===== src/rtl/uart_pkg.sv =====
// Shared definitions for the UART core: register addresses, register bit
// positions and the TX/RX state encodings.
package uart_pkg;

   localparam logic [4:0] ADDR_CTRL    = 5'd0;
   localparam logic [4:0] ADDR_CMD     = 5'd1;
   localparam logic [4:0] ADDR_TX_DATA = 5'd2;
   localparam logic [4:0] ADDR_STATUS  = 5'd3;
   localparam logic [4:0] ADDR_RX_DATA = 5'd4;

   localparam int CTRL_TX_EN     = 0;
   localparam int CTRL_RX_EN     = 1;
   localparam int CTRL_PARITY_EN = 2;

   localparam int ST_TX_BUSY    = 0;
   localparam int ST_RX_VALID   = 1;
   localparam int ST_FRAME_ERR  = 2;
   localparam int ST_PARITY_ERR = 3;

   typedef enum logic [2:0] {
      TX_IDLE, TX_START, TX_DATA, TX_PARITY, TX_STOP
   } tx_state_t;

   typedef enum logic [2:0] {
      RX_IDLE, RX_START, RX_DATA, RX_PARITY, RX_STOP, RX_WAIT_HIGH
   } rx_state_t;

endpackage


===== src/rtl/uart_bit_timer.sv =====
// Bit-period counter: full_tick on the last cycle of each bit, half_tick mid-bit.
// Zero latency from clr; the divisor is re-latched only at bit boundaries.
module uart_bit_timer (
   input  logic        clk,
   input  logic        rst_i,
   input  logic        clr,
   input  logic [15:0] div,
   output logic        full_tick,
   output logic        half_tick
);

   logic [15:0] cnt;
   logic [15:0] div_q;
   logic [15:0] div_eff;
   logic [15:0] half;

   assign div_eff   = (div == 16'd0) ? 16'd1 : div;
   assign half      = div_q >> 1;
   assign full_tick = (cnt == div_q - 16'd1);
   assign half_tick = (half == 16'd0) ? (cnt == 16'd0) : (cnt == half - 16'd1);

   always_ff @(posedge clk or negedge rst_i) begin
      if (!rst_i) begin
         cnt   <= '0;
         div_q <= 16'd1;
      end else if (clr || full_tick) begin
         cnt   <= '0;
         div_q <= div_eff;
      end else begin
         cnt <= cnt + 16'd1;
      end
   end

endmodule


===== src/rtl/uart_core_top.sv =====
// 8N1 UART with a register-mapped config port; tx_o starts one cycle after CMD,
// commands while busy are dropped. Even parity is built when UART_PARITY_EN is defined.
module uart_core_top
   import uart_pkg::*;
#(
   parameter int DIV_RESET = 10416,
   parameter int DATA_W    = 8
) (
   input  logic        clk,
   input  logic        rst_i,
   input  logic        rx_i,
   output logic        tx_o,
   output logic        rx_data_valid_o,
   output logic [7:0]  rx_data_o,
   input  logic [7:0]  tx_data_i,
   input  logic        cfg_we,
   input  logic        cfg_cs,
   input  logic [31:0] cfg_data_i,
   output logic [31:0] cfg_data_o,
   input  logic [4:0]  cfg_addr_i
);

   localparam logic [2:0] LAST_BIT = 3'(DATA_W - 1);

   logic [15:0] div_q;
   logic        tx_en, rx_en, par_en;
   logic [7:0]  tx_data_q;
   logic        rx_valid_q, frame_err_q, parity_err_q;
   logic        wr, rd, st_wr, tx_busy;
   logic        unused_ok;

   tx_state_t   tx_state, tx_next;
   logic [7:0]  tx_sh, tx_sh_next, tx_byte;
   logic [2:0]  tx_cnt, tx_cnt_next;
   logic        tx_par, tx_par_next, tx_line_next;
   logic        tx_go, tx_full, tx_half_unused;

   rx_state_t   rx_state, rx_next;
   logic [7:0]  rx_sh, rx_sh_next;
   logic [2:0]  rx_cnt, rx_cnt_next;
   logic        rx_s1, rx_s2, rx_prev;
   logic        rx_full, rx_half, rx_tmr_clr;
   logic        rx_ok, frame_set, par_set, par_bad, par_bad_next;

   assign wr        = cfg_cs && cfg_we;
   assign rd        = cfg_cs && !cfg_we;
   assign st_wr     = wr && (cfg_addr_i == ADDR_STATUS);
   assign tx_busy   = (tx_state != TX_IDLE);
   assign unused_ok = ^cfg_data_i[15:3];

   always_ff @(posedge clk or negedge rst_i) begin
      if (!rst_i) begin
         div_q        <= 16'(DIV_RESET);
         tx_en        <= 1'b0;
         rx_en        <= 1'b0;
         tx_data_q    <= '0;
         rx_valid_q   <= 1'b0;
         frame_err_q  <= 1'b0;
         parity_err_q <= 1'b0;
      end else begin
         if (wr && cfg_addr_i == ADDR_CTRL) begin
            div_q <= cfg_data_i[31:16];
            rx_en <= cfg_data_i[CTRL_RX_EN];
            tx_en <= cfg_data_i[CTRL_TX_EN];
         end
         if (wr && cfg_addr_i == ADDR_TX_DATA)
            tx_data_q <= cfg_data_i[7:0];
         // A fresh byte wins over a simultaneous clear so it is never lost.
         if (rx_ok)
            rx_valid_q <= 1'b1;
         else if ((st_wr && cfg_data_i[ST_RX_VALID]) || (rd && cfg_addr_i == ADDR_RX_DATA))
            rx_valid_q <= 1'b0;
         if (frame_set)
            frame_err_q <= 1'b1;
         else if (st_wr && cfg_data_i[ST_FRAME_ERR])
            frame_err_q <= 1'b0;
         if (par_set)
            parity_err_q <= 1'b1;
         else if (st_wr && cfg_data_i[ST_PARITY_ERR])
            parity_err_q <= 1'b0;
      end
   end

`ifdef UART_PARITY_EN
   always_ff @(posedge clk or negedge rst_i) begin
      if (!rst_i)
         par_en <= 1'b0;
      else if (wr && cfg_addr_i == ADDR_CTRL)
         par_en <= cfg_data_i[CTRL_PARITY_EN];
   end
`else
   assign par_en = 1'b0;
`endif

   always_comb begin
      cfg_data_o = '0;
      if (rd) begin
         case (cfg_addr_i)
            ADDR_CTRL: begin
               cfg_data_o[31:16]          = div_q;
               cfg_data_o[CTRL_PARITY_EN] = par_en;
               cfg_data_o[CTRL_RX_EN]     = rx_en;
               cfg_data_o[CTRL_TX_EN]     = tx_en;
            end
            ADDR_TX_DATA: cfg_data_o[7:0] = tx_data_q;
            ADDR_STATUS: begin
               cfg_data_o[ST_TX_BUSY]    = tx_busy;
               cfg_data_o[ST_RX_VALID]   = rx_valid_q;
               cfg_data_o[ST_FRAME_ERR]  = frame_err_q;
               cfg_data_o[ST_PARITY_ERR] = parity_err_q;
            end
            ADDR_RX_DATA: cfg_data_o[7:0] = rx_data_o;
            default: cfg_data_o = '0;
         endcase
      end
   end

   // ---------------- transmitter ----------------
   assign tx_go   = wr && (cfg_addr_i == ADDR_CMD) && (cfg_data_i[0] || cfg_data_i[1])
                    && tx_en && (tx_state == TX_IDLE);
   assign tx_byte = cfg_data_i[0] ? tx_data_q : tx_data_i;

   uart_bit_timer u_tx_tmr (
      .clk       (clk),
      .rst_i     (rst_i),
      .clr       (tx_state == TX_IDLE),
      .div       (div_q),
      .full_tick (tx_full),
      .half_tick (tx_half_unused)
   );

   always_comb begin
      tx_next      = tx_state;
      tx_sh_next   = tx_sh;
      tx_cnt_next  = tx_cnt;
      tx_par_next  = tx_par;
      tx_line_next = tx_o;
      case (tx_state)
         TX_IDLE: begin
            tx_line_next = 1'b1;
            if (tx_go) begin
               tx_next      = TX_START;
               tx_sh_next   = tx_byte;
               tx_par_next  = ^tx_byte;
               tx_line_next = 1'b0;
            end
         end
         TX_START: if (tx_full) begin
            tx_next      = TX_DATA;
            tx_cnt_next  = '0;
            tx_line_next = tx_sh[0];
         end
         TX_DATA: if (tx_full) begin
            if (tx_cnt == LAST_BIT) begin
               tx_next      = par_en ? TX_PARITY : TX_STOP;
               tx_line_next = par_en ? tx_par : 1'b1;
            end else begin
               tx_sh_next   = tx_sh >> 1;
               tx_cnt_next  = tx_cnt + 3'd1;
               tx_line_next = tx_sh[1];
            end
         end
         TX_PARITY: if (tx_full) begin
            tx_next      = TX_STOP;
            tx_line_next = 1'b1;
         end
         TX_STOP: if (tx_full) begin
            tx_next      = TX_IDLE;
            tx_line_next = 1'b1;
         end
         default: begin
            tx_next      = TX_IDLE;
            tx_line_next = 1'b1;
         end
      endcase
   end

   always_ff @(posedge clk or negedge rst_i) begin
      if (!rst_i) begin
         tx_state <= TX_IDLE;
         tx_sh    <= '0;
         tx_cnt   <= '0;
         tx_par   <= 1'b0;
         tx_o     <= 1'b1;
      end else begin
         tx_state <= tx_next;
         tx_sh    <= tx_sh_next;
         tx_cnt   <= tx_cnt_next;
         tx_par   <= tx_par_next;
         tx_o     <= tx_line_next;
      end
   end

   // ---------------- receiver ----------------
   uart_bit_timer u_rx_tmr (
      .clk       (clk),
      .rst_i     (rst_i),
      .clr       (rx_tmr_clr),
      .div       (div_q),
      .full_tick (rx_full),
      .half_tick (rx_half)
   );

   always_comb begin
      rx_next      = rx_state;
      rx_sh_next   = rx_sh;
      rx_cnt_next  = rx_cnt;
      par_bad_next = par_bad;
      rx_tmr_clr   = (rx_state == RX_IDLE) || (rx_state == RX_WAIT_HIGH);
      rx_ok        = 1'b0;
      frame_set    = 1'b0;
      par_set      = 1'b0;
      case (rx_state)
         RX_IDLE: if (rx_prev && !rx_s2) rx_next = RX_START;
         RX_START: if (rx_half) begin
            // Restarting the timer here puts every later full_tick at mid-bit.
            rx_next      = rx_s2 ? RX_IDLE : RX_DATA;
            rx_tmr_clr   = 1'b1;
            rx_cnt_next  = '0;
            par_bad_next = 1'b0;
         end
         RX_DATA: if (rx_full) begin
            rx_sh_next  = {rx_s2, rx_sh[7:1]};
            rx_cnt_next = rx_cnt + 3'd1;
            if (rx_cnt == LAST_BIT)
               rx_next = par_en ? RX_PARITY : RX_STOP;
         end
         RX_PARITY: if (rx_full) begin
            rx_next = RX_STOP;
            if (rx_s2 != ^rx_sh) begin
               par_set      = 1'b1;
               par_bad_next = 1'b1;
            end
         end
         RX_STOP: if (rx_full) begin
            if (rx_s2) begin
               rx_next = RX_IDLE;
               rx_ok   = !par_bad;
            end else begin
               rx_next   = RX_WAIT_HIGH;
               frame_set = 1'b1;
            end
         end
         RX_WAIT_HIGH: if (rx_s2) rx_next = RX_IDLE;
         default: rx_next = RX_IDLE;
      endcase
      if (!rx_en) begin
         rx_next   = RX_IDLE;
         rx_ok     = 1'b0;
         frame_set = 1'b0;
         par_set   = 1'b0;
      end
   end

   always_ff @(posedge clk or negedge rst_i) begin
      if (!rst_i) begin
         rx_s1           <= 1'b1;
         rx_s2           <= 1'b1;
         rx_prev         <= 1'b1;
         rx_state        <= RX_IDLE;
         rx_sh           <= '0;
         rx_cnt          <= '0;
         par_bad         <= 1'b0;
         rx_data_o       <= '0;
         rx_data_valid_o <= 1'b0;
      end else begin
         rx_s1           <= rx_i;
         rx_s2           <= rx_s1;
         rx_prev         <= rx_s2;
         rx_state        <= rx_next;
         rx_sh           <= rx_sh_next;
         rx_cnt          <= rx_cnt_next;
         par_bad         <= par_bad_next;
         rx_data_valid_o <= rx_ok;
         if (rx_ok)
            rx_data_o <= rx_sh;
      end
   end

endmodule


===== config.mk =====
export PLATFORM = sky130hd
export DESIGN_NAME = uart_core_top
export DESIGN_NICKNAME = d
export VERILOG_FILES = /design/src/rtl/uart_pkg.sv /design/src/rtl/uart_bit_timer.sv /design/src/rtl/uart_core_top.sv
export SDC_FILE = /design/constraint.sdc
export NUM_CORES = 1
export LEC_CHECK = 0
export CORE_ASPECT_RATIO = 1.1
export CORE_MARGIN = 2
export CORE_UTILIZATION = 40
export DETAILED_ROUTE_END_ITERATION = 16
export HOLD_SLACK_MARGIN = 0.03
export PLACE_DENSITY = 0.68
export SYNTH_ARGS = -nofsm -noshare
export SYNTH_HDL_FRONTEND = slang
export SYNTH_SLANG_ARGS = --single-unit

===== constraint.sdc =====
create_clock -name clk -period 8.5 [get_ports clk]
set_input_delay 1.275 -clock clk [delete_from_list [all_inputs] [get_ports clk]]
set_output_delay 1.275 -clock clk [all_outputs]
set_load 0.01 [all_outputs]

==> results of run 1 <==
final cells by class:
class	instances	area, sq um
Clock buffer	17	425
Clock inverter	15	185
Fill cell	1846	10400
Inverter	20	75.1
Multi-Input combinational cell	588	4390
Sequential cell	135	3390
Tap cell	252	315
Timing Repair Buffer	79	782
power breakdown:
| group | internal [mW] | leakage [nW] | switching, mW |
|---|---|---|---|
| Clock | 0.445 | 0.295 | 0.316 |
| Sequential | 0.740 | 1.77 | 0.132 |
| Combinational | 0.302 | 2.09 | 0.292 |
| Total | 1.49 | 4.16 | 0.740 |
sequential cells by signal (all words and copies together), names as in the netlist:
register and flops:
parity_err_q 1, rx_prev 1, rx_sh 8, tx_o 1, tx_data_q 8, rx_state 3, tx_en 1, rx_s1 1
div_q 16, tx_sh 8, frame_err_q 1, rx_valid_q 1, rx_data_valid_o 1, tx_state 3, u_tx_tmr.div_q 16, rx_data_o 8
u_tx_tmr.cnt 16, rx_s2 1, u_rx_tmr.cnt 16, u_rx_tmr.div_q 16, rx_cnt 3, tx_cnt 3, rx_en 1, par_bad 1
cells in the mapped netlist (3+ instances only):
| cell type | number |
|---|---|
| and2_1 | 17 |
| ha_1 | 11 |
| mux2_4 | 18 |
| mux2i_1 | 15 |
| or2_2 | 3 |
| buf_2 | 12 |
| xnor2_1 | 50 |
| nor2_1 | 61 |
| inv_1 | 20 |
| a211o_1 | 3 |
| o31ai_1 | 14 |
| dfstp_2 | 11 |
| o211ai_1 | 4 |
| nor3_1 | 20 |
| or3_1 | 9 |
| o21ai_1 | 3 |
| nor4_1 | 13 |
| nor4b_1 | 4 |
| nand2b_1 | 3 |
| nand3_1 | 34 |
| a2bb2oi_1 | 7 |
| a22o_1 | 5 |
| or4_1 | 6 |
| buf_6 | 8 |
| buf_4 | 10 |
| clkbuf_1 | 29 |
| dfrtp_1 | 124 |
| mux2_2 | 53 |
| nor3b_1 | 5 |
| a211oi_1 | 3 |
| nand3b_1 | 6 |
| nand4_1 | 8 |
| a22oi_1 | 3 |
| nand2_1 | 44 |
| a31oi_1 | 7 |
| or3b_2 | 3 |
| a21oi_1 | 11 |
| nor2b_1 | 7 |
| xor2_1 | 46 |
| and3_1 | 10 |
| o21ai_0 | 25 |
cells by family (layout without fill, tap and decap cells):
logic type      count (synthesis)  count (layout)  synth area share, %
mux                            87              87                 12.6
buf+inv                        82             131                 5.16
fa+ha+maj                      11              11                 1.68
xor+xnor                       96              96                 10.3
simple gates                  276             276                 18.8
flops                         135             135                 41.5
other cells                     1               8               0.0459
compound gates                110             110                 9.90
critical path: stages:
cell,delay (ns)
clkdlybuf4s50_1,0.58
or4b_2,0.82
nor3_1,0.38
a22o_1,0.19
clkdlybuf4s50_1,0.54
per-layer routing:
layer  GRT usage, %  up-vias
met4           6.45        0
met3           5.01       22
li1               -     2900
met1           23.6     2912
met2           27.1      144
met5              0        -
worst max-delay path by stage:
stage | start | endpoint | slack (ns) | cells after the start
global placement | cfg_addr_i[2] | cfg_data_o[5] | 3.47 | 5
global route | cfg_addr_i[2] | cfg_data_o[6] | 3.32 | 5
floorplan | cfg_addr_i[2] | cfg_data_o[4] | 4.48 | 5
CTS | cfg_addr_i[2] | cfg_data_o[5] | 3.47 | 5
detailed placement | cfg_addr_i[2] | cfg_data_o[5] | 3.47 | 5
finish | cfg_addr_i[2] | cfg_data_o[5] | 3.45 | 5
per-stage QoR:
stage / util, % / worst slack (ns) / power (mW)
floorplan: - / 4.48 / 1.34
global placement: 44.9 / 3.47 / 1.46
detailed placement: 44.9 / 3.47 / 1.48
CTS: 48.0 / 3.47 / 2.25
global route: 48.0 / 3.32 / 2.36
finish: 48.0 / 3.45 / 2.23
==> impl_metrics.env, run 1 <==
export IMPL_status="finished clean"
export IMPL_clock_skew_ns=0.00739
export IMPL_postLayoutCellArea_sq_um=9570
export IMPL_relSlewSlack_pct=19.8
export IMPL_design_core_area_sq_um=19900
export IMPL_fin_crit_sh_pct=59.5
export IMPL_syn_to_final_growth_pct=17.0
export IMPL_path_max_fanout=8
export IMPL_worstHoldStart="rx_s1"
export IMPL_hold_path_depth=0
export IMPL_syn_area_sq_um=8170
export IMPL_yosys_warnings=0
export IMPL_synth_area_leaders="dfrtp_1, mux2_2, xnor2_1"
export IMPL_synth_cell_type_count=87
export IMPL_ant_nets=0
export IMPL_via_count=5978
export IMPL_routed_via_density=5.41
export IMPL_postCtsSetupRepairBufs=0
export IMPL_finalHoldViolCount=0
export IMPL_cellPowerDensity_nw_per_um2=233
export IMPL_drive_above_1_share_pct=17.2
export IMPL_grt_pass1_wl_microns=30300
export IMPL_synth_seq_cells=135
export IMPL_wl_per_cell_microns=16.6
export IMPL_wl_met2_microns=8290
export IMPL_gp_congestion=0.876
export IMPL_async_flop_share_pct=100
export IMPL_power_leakage_nw=4.16
export IMPL_final_cell_mix="dfrtp_1, clkdlybuf4s50_1, nor2_1, mux2_2, xnor2_1"
export IMPL_cts_buffers=17
export IMPL_dpl_instance_area_sq_um=8960
export IMPL_grt_use_total_pct=17.6
export IMPL_seq_area_frac_synth_pct=41.5
export IMPL_cts_tree="built"
export IMPL_synthFlopType="dfrtp_1"
export IMPL_cap_violations=0
export IMPL_num_rows=54
export IMPL_dr_first_iter_drc_count=390
export IMPL_timing_rr_end="u_rx_tmr.div_q[14]"
export IMPL_die_x_microns=140
export IMPL_yosysTopAreaCell="dfrtp_1"
export IMPL_die_y_microns=154
export IMPL_cts_sinks=135
export IMPL_rr_worst_depth=8
export IMPL_cp_arrival_ns=3.78
export IMPL_max_freq_mhz=198
export IMPL_final_common_cell="dfrtp_1"
export IMPL_final_cells=1106
export IMPL_cts_root_buf="clkbuf_16"
export IMPL_drv_slew=0
export IMPL_tns_ns=0
export IMPL_io_pins=92
export IMPL_drc_errors=0
export IMPL_insertion_delay_ns=0.43
export IMPL_critical_path_startpoint_type="primary input"
export IMPL_cts_hold_buffers=0
export IMPL_ctsResizeCount=0
export IMPL_top_layer="met4"
export IMPL_final_nets=902
export IMPL_die_area_sq_um=21600
export IMPL_setup_viol_count_final=0
export IMPL_hpwl_microns=13000
export IMPL_diodes=0
export IMPL_required_ns=7.22
export IMPL_path_class="primary input to output pin"
export IMPL_whs_ns=0.364
export IMPL_start_util_pct=41.0
export IMPL_r2r_slack_ns=4.53
export IMPL_routed_wl_microns=18300
export IMPL_rsz0062_at_grt="false"
export IMPL_min_period_ns=5.05
export IMPL_r2r_start="u_rx_tmr.div_q[3]"
export IMPL_worst_pin_slew_ns=1.19
export IMPL_syn_area_per_cell_sq_um=10.2
export IMPL_met1_length_microns=8630
export IMPL_grt_max_degree=80
export IMPL_drtPass1Iterations=5
export IMPL_dr_wl_met3_microns=1090
export IMPL_hold_class="flop to flop"
export IMPL_antenna_found_initial=0
export IMPL_placed_cells=1074
export IMPL_io_buffers=75
export IMPL_clk_path_buf_depth=2
export IMPL_syn_inst=798
export IMPL_htree_levels=4
export IMPL_grt_pass1_vias=5854
export IMPL_cp_end_kind="output pin"
export IMPL_holdPathEnd="rx_s2"
export IMPL_path_clk_slew_ns=0.06
export IMPL_synth_edff_count=0
export IMPL_synth_top_cell_area_share_pct=38.0
export IMPL_overflow=0
export IMPL_irDropWorstVdd_v=0.000155
Note: power is estimated with default switching activity, not from simulation.
==> run 2, diff against run 1 <==
- clock period: 8.5 -> 5.28 ns (I/O delays scaled with it)
==> run 2 against run 1 <==
Sequential power up 62%; setup slack worse by 2.2 ns; flip-flop and latch count is the same; cell count is 0.27% higher; global-route usage rose by 0.38 points; via count grew 1.2%; clock-buffer cell count up 5; die area unchanged; sequential share of layout area about the same; non-clock buffer count grew 3; design area fell by 0.10%; core utilization decreased by 0.050 points.
==> impl_metrics.env, run 2 (synthesized netlist as in run 1, its figures left out) <==
export IMPL_cts_sinks=135
export IMPL_fillCellCount=1838
export IMPL_grt_use_total_pct=17.9
export IMPL_pre_cts_ws_ns=1.19
export IMPL_setup_viol_count_final=0
export IMPL_num_rows=54
export IMPL_seqPwrFrac_pct=39.9
export IMPL_path_max_fanout=8
export IMPL_antenna_found_initial=1
export IMPL_power_leakage_nw=4.16
export IMPL_clock_skew_ns=0.00808
export IMPL_ant_nets=0
export IMPL_min_period_ns=4.08
export IMPL_p_int_mw=2.38
export IMPL_htree_levels=4
export IMPL_setup_ws_ns=1.20
export IMPL_cp_end_kind="output pin"
export IMPL_path_class="primary input to output pin"
export IMPL_irDropWorstVdd_v=0.000266
export IMPL_tns_ns=0
export IMPL_cts_hold_buffers=0
export IMPL_cap_violations=0
export IMPL_final_cells=1109
export IMPL_finalHoldViolCount=0
export IMPL_drtPass1Iterations=5
export IMPL_wl_per_cell_microns=16.8
export IMPL_dpl_instance_area_sq_um=8980
export IMPL_worst_pin_slew_ns=0.933
export IMPL_design_core_area_sq_um=19900
export IMPL_via_count=6047
export IMPL_status="finished clean"
export IMPL_drc_errors=0
export IMPL_grt_max_degree=103
export IMPL_cts_root_buf="clkbuf_16"
export IMPL_whs_ns=0.360
export IMPL_overflow=0
export IMPL_cts_buffers=17
export IMPL_grt_pass1_wl_microns=31000
export IMPL_hold_class="flop to flop"
export IMPL_max_freq_mhz=245
export IMPL_cellPowerDensity_nw_per_um2=369
export IMPL_grt_pass1_vias=6002
export IMPL_start_util_pct=41.0
export IMPL_final_common_cell="dfrtp_1"
export IMPL_die_area_sq_um=21600
export IMPL_drive_above_1_share_pct=17.4
export IMPL_critical_path_startpoint_type="primary input"
export IMPL_required_ns=4.49
export IMPL_io_buffers=75
export IMPL_cp_arrival_ns=3.29
export IMPL_gp_congestion=0.861
export IMPL_routed_via_density=5.45
export IMPL_dr_first_iter_drc_count=410
export IMPL_die_x_microns=140
export IMPL_fin_crit_sh_pct=77.3
export IMPL_p_comb_share_pct=27.4
export IMPL_rr_worst_depth=8
export IMPL_insertion_delay_ns=0.42
export IMPL_p_sw_mw=1.14
export IMPL_clk_path_buf_depth=2
export IMPL_rsz0062_at_grt="false"
export IMPL_relSlewSlack_pct=37.8
export IMPL_path_clk_slew_ns=0.06
export IMPL_hpwl_microns=13100
export IMPL_io_pins=92
export IMPL_placed_cells=1077
export IMPL_total_power_mw=3.52
export IMPL_syn_to_final_growth_pct=16.9
export IMPL_postCtsSetupRepairBufs=0
export IMPL_swShare_pct=32.4
export IMPL_cts_tree="built"
export IMPL_diodes=0
export IMPL_die_y_microns=154
export IMPL_routed_wl_microns=18600
export IMPL_postLayoutCellArea_sq_um=9560
export IMPL_final_nets=905
export IMPL_final_cell_mix="dfrtp_1, clkdlybuf4s50_1, nor2_1, mux2_2, xnor2_1"
export IMPL_hold_path_depth=0
export IMPL_post_route_util_pct=47.9
export IMPL_drv_slew=0
export IMPL_power_frac_clock_pct=32.7
export IMPL_ctsResizeCount=0
==> run 2: cell count changes in the layout (fill, tap and decap cells not counted), moves of 2 or more <==
cell / delta
clkbuf_8: +4
inv_8: -4
buf_4: +3
clkinv_2: +2
inv_6: -2
==> run 2: cell type report <==
cell class,instances,area [sq um],area share [%]
Tap cell,252,315,3.30
Multi-Input combinational cell,588,4390,46.0
Timing Repair Buffer,82,805,8.42
Inverter,20,75.1,0.786
Sequential cell,135,3390,35.5
Clock inverter,10,93.8,0.982
Clock buffer,22,484,5.07
==> run 2: path summary, 6_finish.rpt <==
| path | startpoint | slack, ns | endpoint |
|---|---|---|---|
| max in group asynchronous | rst_i | 3.79 | tx_o |
| min | rx_s1 | 0.36 | rx_s2 |
| max | cfg_addr_i[2] | 1.20 | cfg_data_o[6] |
| min reg2reg | rx_s1 | 0.36 | rx_s2 |
| min in group asynchronous | rst_i | 0.45 | u_tx_tmr.cnt[3] |
| max reg2reg | u_rx_tmr.div_q[3] | 1.31 | u_rx_tmr.div_q[14] |
==> run 2: power by group through the flow <==
| stage | combinational [mW] | sequential, mW | clock, mW |
|---|---|---|---|
| 4_1_cts | 0.970 | 1.40 | 1.18 |
| 2_1_floorplan | 0.841 | 1.31 | 0 |
| 3_5_place_dp | 0.957 | 1.42 | 0 |
| 6_report | 0.967 | 1.41 | 1.15 |
| 3_3_place_gp | 0.941 | 1.42 | 0 |
| 5_1_grt | 1.08 | 1.43 | 1.23 |
==> run 2: layer usage <==
layer  track usage (%)  routed length [microns]  part of all wire, %
met1              23.2                     8390                   45
met2              29.0                     8640                   46
met3              5.08                     1180                  6.3
met4              6.06                      370                  2.0
met5                 0                       13                0.070
==> run 2: critical path: stages <==
cell and delay (ns):
clkdlybuf4s50_1 0.58, or4b_2 0.81, nor3_1 0.37, a22o_1 0.19, clkdlybuf4s50_1 0.54
==> run 3, diff against run 2 <==
- PLACE_DENSITY: 0.68 -> 0.7
- clock period: 5.28 -> 3.63 ns (I/O delays scaled with it)
==> run 3 against run 2 <==
Combinational power grew 48%; critical path depth is the same; clock power grew 56%; flip-flop and latch count is the same; largest power group unchanged; largest cell class unchanged; clock skew shrank 0.0014 ns; worst hold slack lost 0.27 ns; sequential share of layout area shrank 0.58 points.
==> impl_metrics.env, run 3 (synthesized netlist as in run 1, its figures left out) <==
export IMPL_cpMaxStageDelayCell="or4b_2"
export IMPL_critical_path_startpoint_type="primary input"
export IMPL_min_period_ns=3.44
export IMPL_postLayoutCellArea_sq_um=9720
export IMPL_path_clk_slew_ns=0.06
export IMPL_timing_rr_end="u_rx_tmr.div_q[14]"
export IMPL_irDropWorstVdd_v=0.000352
export IMPL_total_power_mw=5.26
export IMPL_required_ns=3.09
export IMPL_grt_use_total_pct=18.0
export IMPL_cts_tree="built"
export IMPL_crit_chain="clkdlybuf4s50_1 > or4b_2 > nor3_1 > a22o_1 > clkdlybuf4s50_1"
export IMPL_r2r_start="u_rx_tmr.div_q[1]"
export IMPL_whs_ns=0.0914
export IMPL_max_freq_mhz=291
export IMPL_hold_class="primary input to asynchronous set/reset pin"
export IMPL_clk_path_buf_depth=2
export IMPL_overflow=0
export IMPL_htree_levels=4
export IMPL_drtPass1Iterations=4
export IMPL_cp_arrival_ns=2.89
export IMPL_grt_pass1_vias=6161
export IMPL_io_pins=92
export IMPL_num_rows=54
export IMPL_final_common_cell="dfrtp_1"
export IMPL_relSlewSlack_pct=60.1
export IMPL_path_max_fanout=7
export IMPL_tns_ns=0
export IMPL_post_route_util_pct=48.7
export IMPL_rsz0062_at_grt="false"
export IMPL_cts_buffers=17
export IMPL_syn_to_final_growth_pct=18.9
export IMPL_via_count=6057
export IMPL_hpwl_microns=13400
export IMPL_cts_sinks=135
export IMPL_multi_input_area_sq_um=4390
export IMPL_die_x_microns=140
export IMPL_wl_per_cell_microns=16.6
export IMPL_grt_pass1_wl_microns=31100
export IMPL_setup_viol_count_final=0
export IMPL_drv_slew=0
export IMPL_power_leakage_nw=4.23
export IMPL_diodes=0
export IMPL_cap_violations=0
export IMPL_gp_congestion=0.859
export IMPL_r2r_slack_ns=0.23
export IMPL_path_class="primary input to output pin"
export IMPL_fillCellCount=1820
export IMPL_start_util_pct=41.0
export IMPL_rr_worst_depth=10
export IMPL_cellPowerDensity_nw_per_um2=542
export IMPL_final_cell_mix="dfrtp_1, clkdlybuf4s50_1, nor2_1, mux2_2, xnor2_1"
export IMPL_clock_skew_ns=0.00665
export IMPL_status="finished clean"
export IMPL_dr_first_iter_drc_count=307
export IMPL_crit_top_cell="clkdlybuf4s50_1"
export IMPL_cts_root_buf="clkbuf_16"
export IMPL_drc_errors=0
export IMPL_cp_end_kind="output pin"
export IMPL_register_area_sq_um=3390
export IMPL_drive_above_1_share_pct=18.7
export IMPL_die_y_microns=154
export IMPL_dpl_instance_area_sq_um=9100
export IMPL_antenna_found_initial=0
export IMPL_grt_max_degree=61
export IMPL_finalHoldViolCount=0
export IMPL_routed_wl_microns=18700
export IMPL_design_core_area_sq_um=19900
export IMPL_routed_via_density=5.40
export IMPL_final_nets=918
export IMPL_max_stage_delay_ns=0.71
export IMPL_ant_nets=0
export IMPL_insertion_delay_ns=0.43
export IMPL_io_buffers=75
export IMPL_worst_pin_slew_ns=0.594
export IMPL_die_area_sq_um=21600
export IMPL_fin_crit_sh_pct=94.7
-- run 3: changes by cell type in the layout (fill, tap and decap cells not counted) --
| cell | delta |
|---|---|
| buf_4 | +11 |
| clkbuf_8 | -3 |
| buf_12 | +2 |
| bufinv_16 | +2 |
| clkinv_2 | -2 |
| inv_6 | +2 |
| clkinvlp_4 | +1 |
| nor2b_1 | -1 |
| nor2b_2 | +1 |
-- run 3: stage by stage --
| stage | std cells | setup WS (ns) |
|---|---|---|
| floorplan | 805 | 0.447 |
| global placement | 1090 | 0.209 |
| detailed placement | 1090 | 0.181 |
| CTS | 1122 | 0.123 |
| global route | 1122 | 0.0142 |
| finish | 1122 | 0.194 |
-- run 3: area by class of cell --
type / instances / share of cell area, %
multi-input cells: 588 / 45.2
flip-flops and latches: 135 / 34.9
repair buffers: 95 / 9.54
clock buffers: 19 / 4.56
well taps: 252 / 3.25
clock inverters: 13 / 1.74
inverters: 20 / 0.773
-- run 3: how the worst max path moves through the flow --
stage                     slack, ns                 end              start
after global placement         0.21        rx_data_o[5]  u_rx_tmr.div_q[1]
after global routing           0.01  u_rx_tmr.div_q[14]  u_rx_tmr.div_q[1]
after CTS                      0.12        rx_data_o[7]  u_rx_tmr.div_q[1]
after detailed placement       0.18  u_rx_tmr.div_q[14]  u_rx_tmr.div_q[1]
after floorplan                0.45        rx_data_o[0]  u_rx_tmr.div_q[0]
final                          0.19       cfg_data_o[4]      cfg_addr_i[1]
-- run 3: repair_timing --
item	4_1_cts	5_1_grt
resized for setup	0	1
setup buffers	0	0
hold buffers	0	0
endpoints found under the hold margin	0	0
endpoints found under the setup margin	0	44
-- run 3: per-layer routing --
layer | vias up | part of all wire (%) | global-route usage (%) | wire length, microns
met3 | 24 | 6.0 | 5.61 | 1120
met5 | - | 0 | 0 | 0
met1 | 2952 | 45 | 23.4 | 8450
met2 | 146 | 47 | 28.8 | 8780
met4 | 0 | 1.7 | 5.34 | 324
li1 | 2935 | - | - | -
-- run 3: critical path: cells and delay by family --
kind            cells  cell delay (ns)
simple gates        2             1.10
compound gates      1             0.21
buf+inv             2             1.03
-- run 3: power breakdown --
part	internal (mW)	leakage, nW	switching, mW
combinational	0.733	2.17	0.701
sequential	1.73	1.77	0.302
clock	1.11	0.287	0.688
total	3.57	4.23	1.69
